$ cat src/rtl/pattern_pwm_pkg.sv
// Shared FSM encoding and counter widths for the pattern PWM generator.
package pattern_pwm_pkg;

  localparam int unsigned SLOT_W = 8;   // clocks per pattern bit
  localparam int unsigned GAP_W  = 16;  // clocks of low gap after a pass
  localparam int unsigned PASS_W = 8;   // number of pattern passes

  typedef enum logic [1:0] {
    IDLE    = 2'd0,
    PATTERN = 2'd1,
    GAP     = 2'd2,
    DONE    = 2'd3
  } state_t;

endpackage : pattern_pwm_pkg

$ cat src/rtl/pattern_pwm.sv
// Pattern PWM generator: plays a latched bit pattern LSB first, each bit held
// for duty_num clocks, followed by a low gap, for pulse_num passes (0 = until
// pwm_en falls). All outputs are registered alongside the FSM state.
module pattern_pwm
  import pattern_pwm_pkg::*;
#(
  parameter int unsigned _PAT_WIDTH = 16
) (
  input  logic                  clk,
  input  logic                  rst_n,
  input  logic                  pwm_en,
  input  logic [SLOT_W-1:0]     duty_num,
  input  logic [GAP_W-1:0]      pulse_dessert,
  input  logic [PASS_W-1:0]     pulse_num,
  input  logic [_PAT_WIDTH-1:0] PAT,
  output logic                  pwm_out,
  output logic                  busy,
  output logic                  valid
);

  localparam int unsigned     IDX_W    = $clog2(_PAT_WIDTH);
  localparam logic [IDX_W-1:0] LAST_IDX = IDX_W'(_PAT_WIDTH - 1);

  state_t                  state, state_next;
  logic                    pwm_en_d;
  logic [SLOT_W-1:0]       duty_q, duty_next;
  logic [GAP_W-1:0]        gap_len_q, gap_len_next;
  logic [PASS_W-1:0]       pass_num_q, pass_num_next;
  logic [_PAT_WIDTH-1:0]   pat_q, pat_next;
  logic [SLOT_W-1:0]       slot_cnt, slot_next;
  logic [IDX_W-1:0]        idx, idx_next;
  logic [GAP_W-1:0]        gap_cnt, gap_next;
  logic [PASS_W-1:0]       pass_cnt, pass_next;
  logic                    pwm_next, busy_next, valid_next;
  logic                    pass_end;
  logic                    rise, fall;

  assign rise = pwm_en & ~pwm_en_d;
  assign fall = ~pwm_en & pwm_en_d;

  // State, counters, latched run parameters and registered outputs.
  always_ff @(posedge clk or posedge rst_n) begin
    if (rst_n) begin
      state      <= IDLE;
      pwm_en_d   <= 1'b0;
      duty_q     <= '0;
      gap_len_q  <= '0;
      pass_num_q <= '0;
      pat_q      <= '0;
      slot_cnt   <= '0;
      idx        <= '0;
      gap_cnt    <= '0;
      pass_cnt   <= '0;
      pwm_out    <= 1'b0;
      busy       <= 1'b0;
      valid      <= 1'b0;
    end else begin
      state      <= state_next;
      pwm_en_d   <= pwm_en;
      duty_q     <= duty_next;
      gap_len_q  <= gap_len_next;
      pass_num_q <= pass_num_next;
      pat_q      <= pat_next;
      slot_cnt   <= slot_next;
      idx        <= idx_next;
      gap_cnt    <= gap_next;
      pass_cnt   <= pass_next;
      pwm_out    <= pwm_next;
      busy       <= busy_next;
      valid      <= valid_next;
    end
  end

  // Next-state, counter updates and next output values.
  always_comb begin
    state_next    = state;
    duty_next     = duty_q;
    gap_len_next  = gap_len_q;
    pass_num_next = pass_num_q;
    pat_next      = pat_q;
    slot_next     = slot_cnt;
    idx_next      = idx;
    gap_next      = gap_cnt;
    pass_next     = pass_cnt;
    pwm_next      = 1'b0;
    busy_next     = 1'b0;
    valid_next    = 1'b0;
    pass_end      = 1'b0;

    case (state)
      IDLE: begin
        if (rise) begin
          state_next    = PATTERN;
          // A zero slot length is treated as a single clock per bit.
          duty_next     = (duty_num == '0) ? SLOT_W'(1) : duty_num;
          gap_len_next  = pulse_dessert;
          pass_num_next = pulse_num;
          pat_next      = PAT;
          slot_next     = '0;
          idx_next      = '0;
          gap_next      = '0;
          pass_next     = '0;
          pwm_next      = PAT[0];
          busy_next     = 1'b1;
        end
      end

      PATTERN: begin
        busy_next = 1'b1;
        if (fall) begin
          state_next = DONE;
          busy_next  = 1'b0;
          valid_next = 1'b1;
        end else if (slot_cnt == duty_q - SLOT_W'(1)) begin
          slot_next = '0;
          if (idx == LAST_IDX) begin
            if (gap_len_q != '0) begin
              state_next = GAP;
              gap_next   = '0;
            end else begin
              pass_end = 1'b1;
            end
          end else begin
            idx_next = IDX_W'(idx + 1'b1);
            pwm_next = pat_q[idx_next];
          end
        end else begin
          slot_next = SLOT_W'(slot_cnt + 1'b1);
          pwm_next  = pat_q[idx];
        end
      end

      GAP: begin
        busy_next = 1'b1;
        if (fall) begin
          state_next = DONE;
          busy_next  = 1'b0;
          valid_next = 1'b1;
        end else if (gap_cnt == gap_len_q - GAP_W'(1)) begin
          pass_end = 1'b1;
        end else begin
          gap_next = GAP_W'(gap_cnt + 1'b1);
        end
      end

      DONE: begin
        state_next = IDLE;
      end

      default: begin
        state_next = IDLE;
      end
    endcase

    // End of a pass: either finish the run or restart the pattern at bit 0.
    if (pass_end) begin
      pass_next = PASS_W'(pass_cnt + 1'b1);
      if ((pass_num_q != '0) && (pass_next == pass_num_q)) begin
        state_next = DONE;
        busy_next  = 1'b0;
        valid_next = 1'b1;
        pwm_next   = 1'b0;
      end else begin
        state_next = PATTERN;
        busy_next  = 1'b1;
        idx_next   = '0;
        slot_next  = '0;
        pwm_next   = pat_q[0];
      end
    end
  end

endmodule : pattern_pwm

$ cat config.mk
export PLATFORM = sky130hd
export DESIGN_NAME = pattern_pwm
export DESIGN_NICKNAME = d
export VERILOG_FILES = /design/src/rtl/pattern_pwm_pkg.sv /design/src/rtl/pattern_pwm.sv
export SDC_FILE = /design/constraint.sdc
export NUM_CORES = 1
export LEC_CHECK = 0
export ABC_AREA = 1
export BUFFER_PORTS_ARGS = -buffer_cell sky130_fd_sc_hd__buf_4
export CAP_MARGIN = 20
export CELL_PAD_IN_SITES_DETAIL_PLACEMENT = 1
export CELL_PAD_IN_SITES_GLOBAL_PLACEMENT = 1
export CORE_MARGIN = 4
export CORE_UTILIZATION = 41
export CTS_BUF_LIST = sky130_fd_sc_hd__clkbuf_8
export DETAILED_ROUTE_END_ITERATION = 8
export MAX_ROUTING_LAYER = met4
export PLACE_DENSITY = 0.82
export SYNTH_ARGS = -nofsm -noshare
export SYNTH_HDL_FRONTEND = slang
export SYNTH_SLANG_ARGS = --single-unit
$ cat constraint.sdc
create_clock -name clk -period 2.2 [get_ports clk]
set_input_delay 0.11 -clock clk [delete_from_list [all_inputs] [get_ports clk]]
set_output_delay 0.11 -clock clk [all_outputs]
set_load 0.03 [all_outputs]
==> qor.txt, run 1 <==
Vias -> 6090
DPL Wire Length -> 13000 microns
GR Overflow Total -> 0
Gpl congestion -> 0.847
Clk buf depth -> 2
RSZ-0062 raised after global routing -> true
DR WL/cell -> 17.4 microns
Crit Path Max Fanout -> 24
PD cells -> 1140 mW/mm^2
Initial antenna violation count -> 0
Synth Cell Area -> 0.00600 sq mm
Syn_nets -> 902
Worst Max-Slew Pin Slew -> 0.575 ns
Setup-failing EPs final -> 0
Fmax -> 461 MHz
Asr flop ratio synth -> 100%
Final Hold Fails -> 0
Die area -> 0.0166 sq mm
Fin crit period -> 2.17 ns
DP Cell Count -> 1070
Worst Setup SP -> duty_q[0]
Ys flop type -> dfrtp_1
CTS Buf Count -> 9
CTS tree -> yes
ANT cells -> 0
Final cell count without fillers -> 1144
1st-iter DRT viols -> 442
Worst setup EP type -> flop
Vias in the first global route -> 6273
HP Class -> input port to flop
Largest net degree at the start of global routing -> 68
Avg Inst Size Synth -> 7.14 sq um
Total negative slack -> 0 ns
Top-area cell type share of the netlist area -> 37.6%
CP required -> 2.49 ns
Final WL -> 19900 microns
Max Slew Vio Count -> 0
Crit start category -> flop
Most numerous cell in the Yosys netlist -> nand2_1
Synth unique cells -> 44
Htree depth -> 3
Hold WS -> 0.0530 ns
Register area share after synthesis -> 37.6%
Fill cells -> 1758
Register Area -> 0.00226 sq mm
Post-route setup slack -> 0.0304 ns
# IOs -> 54
Max-cap viol count -> 0
VDD IR-drop max -> 0.000411 V
R2R Path Start -> duty_q[0]
Pleak -> 3.69 nW
Area of the multi-input gates -> 0.00352 sq mm
Vias per Instance -> 5.32
Clock transition at path regs -> 0.09 ns
Status -> finished clean
Setup Skew -> 0.0179 ns
# clock sinks -> 90
Area growth, synth to finish -> 29.8%
Initial core utilization -> 42.5%
Post-DRT Antenna Nets -> 0
Slew HR -> 61.6%
Area of the core -> 0.0141 sq mm
Final Net Count -> 1021
Layout cells sized above 1 -> 22.3%
Critical path type -> flop to flop
Yosys reg bits -> 90
Top cells by area, synth -> dfrtp_1 38%, nand2_1 17%, inv_1 5.9%, nand3_1 5.6%, nor2_1 3.8%
DR DRC count -> 0
EDFF count, synth -> 0
Tcrit/Tclk final -> 98.6%
Die Wd -> 129 microns
Pre-CTS setup slack -> -0.0764 ns
Tot GR Track Use -> 24.6%
Worst hold path startpoint -> duty_num[0]
Port bufs -> 53
First-pass DRT Iterations -> 5
Die height -> 129 microns
FP Rows -> 43
Post-synth top area cell -> dfrtp_1
First-pass GRT wire length -> 31800 microns
Crit path arrival time -> 2.46 ns
Cells after Synth -> 840
Synth top cells by count -> 275 x nand2_1, 95 x inv_1, 90 x dfrtp_1, 67 x nand3_1, 61 x nor2_1
Clock root buffer -> clkbuf_8
Worst-Skew Late Latency -> 0.39 ns
Count of yosys warnings during synthesis -> 0
-- worst paths after layout --
path / end / slack (ns) / cells after the start
worst max-delay path: gap_cnt[13] / 0.03 / 13
worst min-delay path: duty_q[0] / 0.05 / 3
worst max register to register: gap_cnt[13] / 0.03 / 13
worst min register to register: pat_q[15] / 0.51 / 2
max in group asynchronous: pass_cnt[0] / 1.10 / 4
min in group asynchronous: slot_cnt[4] / 0.33 / 3
-- area by class of cell --
cell class	count	area share, %
multi-input combinational	628	45.2
clock buffer	11	1.94
clock inverter	5	1.09
inverter	96	4.68
sequential	90	29.0
timing repair buffer	134	15.2
tap	180	2.89
-- per-layer routing --
| layer | wire (microns) | GRT usage, % | vias to the layer above |
|---|---|---|---|
| li1 | - | - | 2935 |
| met1 | 8940 | 30.8 | 3036 |
| met2 | 10100 | 41.6 | 99 |
| met3 | 527 | 3.69 | 20 |
| met4 | 259 | 6.42 | 0 |
| met5 | 0 | - | - |
-- cell usage in the layout, fill, tap and decap left out, types with 9 or more instances in the layout --
master	Yosys	routed
a21oi_1	22	20
clkbuf_8	0	11
xnor2_1	16	14
nand2_2	9	23
nand3b_1	10	10
dfrtp_1	90	85
nor2_1	61	41
nor3_1	9	9
nand3_1	67	65
dlygate4sd3_1	0	49
o21ai_0	44	39
o21ai_2	15	16
nor2_2	5	18
buf_4	0	79
xor2_1	22	21
nand4_1	14	14
inv_1	95	87
nor2_4	2	9
nand2_1	275	257
-- metrics by stage --
stage	total power [mW]	util, %	instance area (sq um)
6_report	8.86	55.2	7790
5_1_grt	9.48	55.2	7790
4_1_cts	8.22	53.2	7500
3_5_place_dp	6.66	47.5	6700
3_3_place_gp	6.49	47.5	6700
2_1_floorplan	5.46	-	6000
-- critical path, stage by stage, from the launching register on --
cell      delay (ns)
dfrtp_1         0.39
inv_2           0.07
ha_4            0.26
xor2_1          0.13
nand2_1         0.09
nor2_2          0.16
nand4_4         0.13
nor2_4          0.21
nand2_4         0.11
nand2_4         0.09
nand3b_4        0.11
buf_12          0.18
nand2_1         0.08
o21ai_2         0.05
-- power by group --
| group | internal, mW | switching [mW] | total (mW) |
|---|---|---|---|
| Combinational | 1.79 | 2.85 | 4.64 |
| Sequential | 2.21 | 0.629 | 2.84 |
| Clock | 0.708 | 0.667 | 1.38 |
-- timing repair --
action / in CTS / in global routing
hold buffers: 49 / 0
resized for setup: 11 / 77
endpoints found under the hold margin: 71 / 0
setup buffers: 2 / 6
pin swaps: 3 / 21
gates cloned: 1 / 0
setup endpoints to repair: 41 / 41
-- kinds of logic (layout without fill, tap and decap cells) --
kind of cell             count (synthesis)  in the layout  share of synthesized area [%]
flip-flops                              90             90                           37.6
XOR/XNOR                                40             40                           6.20
AND/OR/NAND/NOR                        476            477                           35.5
buffers and inverters                  123            246                           8.49
adder cells (fa/ha/maj)                 11             11                           2.29
AO/OA/AOI/OAI                          100            100                           9.93
-- registers in the layout, summed over array words and instances (netlist names) --
name / count
busy: 1
duty_q: 8
gap_cnt: 16
gap_len_q: 16
idx: 4
pass_cnt: 8
pass_num_q: 8
pat_q: 16
pwm_en_d: 1
pwm_out: 1
slot_cnt: 8
state: 2
valid: 1
No activity file was read; power rests on OpenSTA's default activity.
==> run 2, diff against run 1 <==
--- a/config.mk
+++ b/config.mk
@@ -8,7 +8,7 @@
 export ABC_AREA = 1
 export BUFFER_PORTS_ARGS = -buffer_cell sky130_fd_sc_hd__buf_4
 export CAP_MARGIN = 20
-export CELL_PAD_IN_SITES_DETAIL_PLACEMENT = 1
+export CELL_PAD_IN_SITES_DETAIL_PLACEMENT = 0
 export CELL_PAD_IN_SITES_GLOBAL_PLACEMENT = 1
 export CORE_MARGIN = 4
 export CORE_UTILIZATION = 41
==> qor.txt, run 2 (same netlist as run 1, synthesis figures left out) <==
Status -> finished clean
First-pass GRT wire length -> 26400 microns (-17%)
Post-DRT Antenna Nets -> 0 (unchanged)
# clock sinks -> 90 (unchanged)
Area growth, synth to finish -> 27.0%
CP peak stage delay -> 0.46 ns (+0.07 ns)
HP Class -> input port to async pin
Hold WS -> 0.345 ns (+0.292 ns)
# IOs -> 54 (unchanged)
Pint -> 4.36 mW (-7.5%)
Initial core utilization -> 42.5% (unchanged)
Pre-CTS setup slack -> -0.0602 ns (+0.0162 ns)
Sw Ratio -> 45.4% (-1.4 points)
CP required -> 2.47 ns (-0.02 ns)
FP Rows -> 43 (unchanged)
Most frequent cells in the layout -> 267 x nand2_1, 90 x inv_1, 88 x dfrtp_1, 82 x buf_4, 66 x nand3_1
Layout cells sized above 1 -> 19.4% (-2.9 points)
Gpl congestion -> 0.847 (unchanged)
Design area -> 0.00762 sq mm (-2.2%)
Setup Skew -> 0.0134 ns (-0.00448 ns)
Post-route setup slack -> 0.122 ns (+0.0912 ns)
Share of total power in the clock network -> 13.8% (-1.7 points)
DPL Wire Length -> 11300 microns (-13%)
Crit start category -> flop
Die Wd -> 129 microns (unchanged)
Clock root buffer -> clkbuf_8
Setup-failing EPs final -> 0 (unchanged)
Fin crit period -> 2.08 ns (-0.0912 ns)
DR WL/cell -> 13.6 microns (-21%)
Worst Max-Slew Pin Slew -> 0.570 ns (-0.00425 ns)
Largest net degree at the start of global routing -> 68 (unchanged)
DR DRC count -> 0 (unchanged)
Final Hold Fails -> 0 (unchanged)
Port bufs -> 53 (unchanged)
Net switching power -> 3.62 mW (-13%)
Fmax -> 481 MHz (+4.4%)
First-pass DRT Iterations -> 5 (unchanged)
Vias per Instance -> 4.88 (-8.3%)
Slowest-stage cell, CP -> dfrtp_2
Placed Area -> 0.00670 sq mm (unchanged)
Largest regs -> gap_cnt (16), gap_len_q (16), pat_q (16)
CTS tree -> yes
ANT cells -> 0 (unchanged)
Commonest non-fill, non-tap cell in the layout -> nand2_1
Worst R2R Setup Slack -> 0.12 ns (+0.09 ns)
Slew HR -> 61.9% (+0.28 points)
Die height -> 129 microns (unchanged)
Sequential power share -> 34.9% (+2.9 points)
GR Overflow Total -> 0 (unchanged)
Htree depth -> 3 (unchanged)
Initial antenna violation count -> 0 (unchanged)
Reg-to-Reg End -> idx[3]
Clk buf depth -> 2 (unchanged)
Critical path type -> flop to flop
Tot GR Track Use -> 20.3% (-4.3 points)
RSZ-0062 raised after global routing -> true
Clock transition at path regs -> 0.09 ns (about the same)
R2R Path Start -> gap_len_q[6]
PD cells -> 1050 mW/mm^2 (-8.0%)
Most common cell on crit path -> nand2_1
Area of the core -> 0.0141 sq mm (unchanged)
Worst path cell trace -> nor2_2 > nand2_1 > nor2_4 > buf_4 > nand2_1 > nand2_1 > and3_1 > nand3_4 > nand2_8 > nand3_4 > nand2_1 > inv_1
Die area -> 0.0166 sq mm (unchanged)
Worst Setup SP -> gap_len_q[6]
Vias in the first global route -> 5352 (-15%)
Pleak -> 3.68 nW (-0.23%)
VDD IR-drop max -> 0.000484 V (+18%)
Final WL -> 15600 microns (-21%)
Max Slew Vio Count -> 0 (unchanged)
Crit path arrival time -> 2.35 ns (-0.11 ns)
Power share of the combinational group -> 51.3% (-1.1 points)
Register-to-Register Path Depth -> 12 (-1)
Max-cap viol count -> 0 (unchanged)
Vias -> 5595 (-8.1%)
CTS Buf Count -> 9 (unchanged)
Tot Pwr -> 7.98 mW (-9.9%)
1st-iter DRT viols -> 354 (-20%)
Crit Path Max Fanout -> 7 (-71%)
Worst setup EP type -> flop
Worst-Skew Late Latency -> 0.38 ns (about the same)
Final Net Count -> 1023 (+0.20%)
Tcrit/Tclk final -> 94.5% (-4.1 points)
## run 2: cell count changes in the layout (fill, tap and decap cells not counted), sizes merged
cell	change
dlygate4sd3	+1
buf	+1
clkinvlp	-1
bufinv	-2
clkinv	+2
clkbuf	+1
## run 2: layout make-up
class / count / area (sq um)
Timing Repair Buffer: 136 / 1190
Sequential cell: 90 / 2250
Tap cell: 180 / 225
Fill cell: 1385 / 6480
Inverter: 96 / 364
Clock inverter: 4 / 26.3
Clock buffer: 12 / 165
Multi-Input combinational cell: 628 / 3400
## run 2: power groups by stage
stage / clock network (mW) / logic (mW) / registers, mW
2_1_floorplan: 0 / 2.80 / 2.66
3_3_place_gp: 0 / 3.71 / 2.78
3_5_place_dp: 0 / 3.74 / 2.78
4_1_cts: 1.15 / 3.86 / 2.75
5_1_grt: 1.22 / 4.64 / 2.87
6_report: 1.10 / 4.09 / 2.78
## run 2: worst max-delay path: cells and delay by family, from the launching register on
family,cells,cell delay [ns]
buf+inv,2,0.18
simple gates,10,1.33
flops,1,0.46
## run 2: per-layer routing
| metal | vias to the layer above | GRT usage (%) | wire, microns |
|---|---|---|---|
| li1 | 2942 | - | - |
| met1 | 2555 | 28.5 | 7910 |
| met2 | 85 | 30.6 | 7050 |
| met3 | 13 | 3.90 | 554 |
| met4 | 0 | 4.01 | 124 |
| met5 | - | - | 0 |
## run 2: stage by stage
step	utilization [%]	setup TNS, ns	std cells
global route	54.0	-0.0705	1146
CTS	52.6	0	1138
detailed placement	47.5	-0.753	1070
global placement	47.5	-0.376	1070
floorplan	-	0	840
finish	54.0	0	1146
## run 2: what timing repair did
item	4_1_cts	5_1_grt
setup buffers	2	7
endpoints found under the hold margin	72	0
hold buffers	50	0
pin swaps	0	7
cloned	0	1
setup endpoints to repair	24	41
resized for setup	2	43
## run 2: how the worst max path moves through the flow
stage | end | slack, ns | depth (start not counted)
6_report | idx[3] | 0.12 | 12
5_1_grt | gap_cnt[12] | -0.03 | 11
4_1_cts | idx[3] | 0.01 | 13
3_5_place_dp | idx[3] | -0.06 | 15
3_3_place_gp | idx[2] | -0.03 | 15
2_1_floorplan | gap_cnt[2] | 0.19 | 14
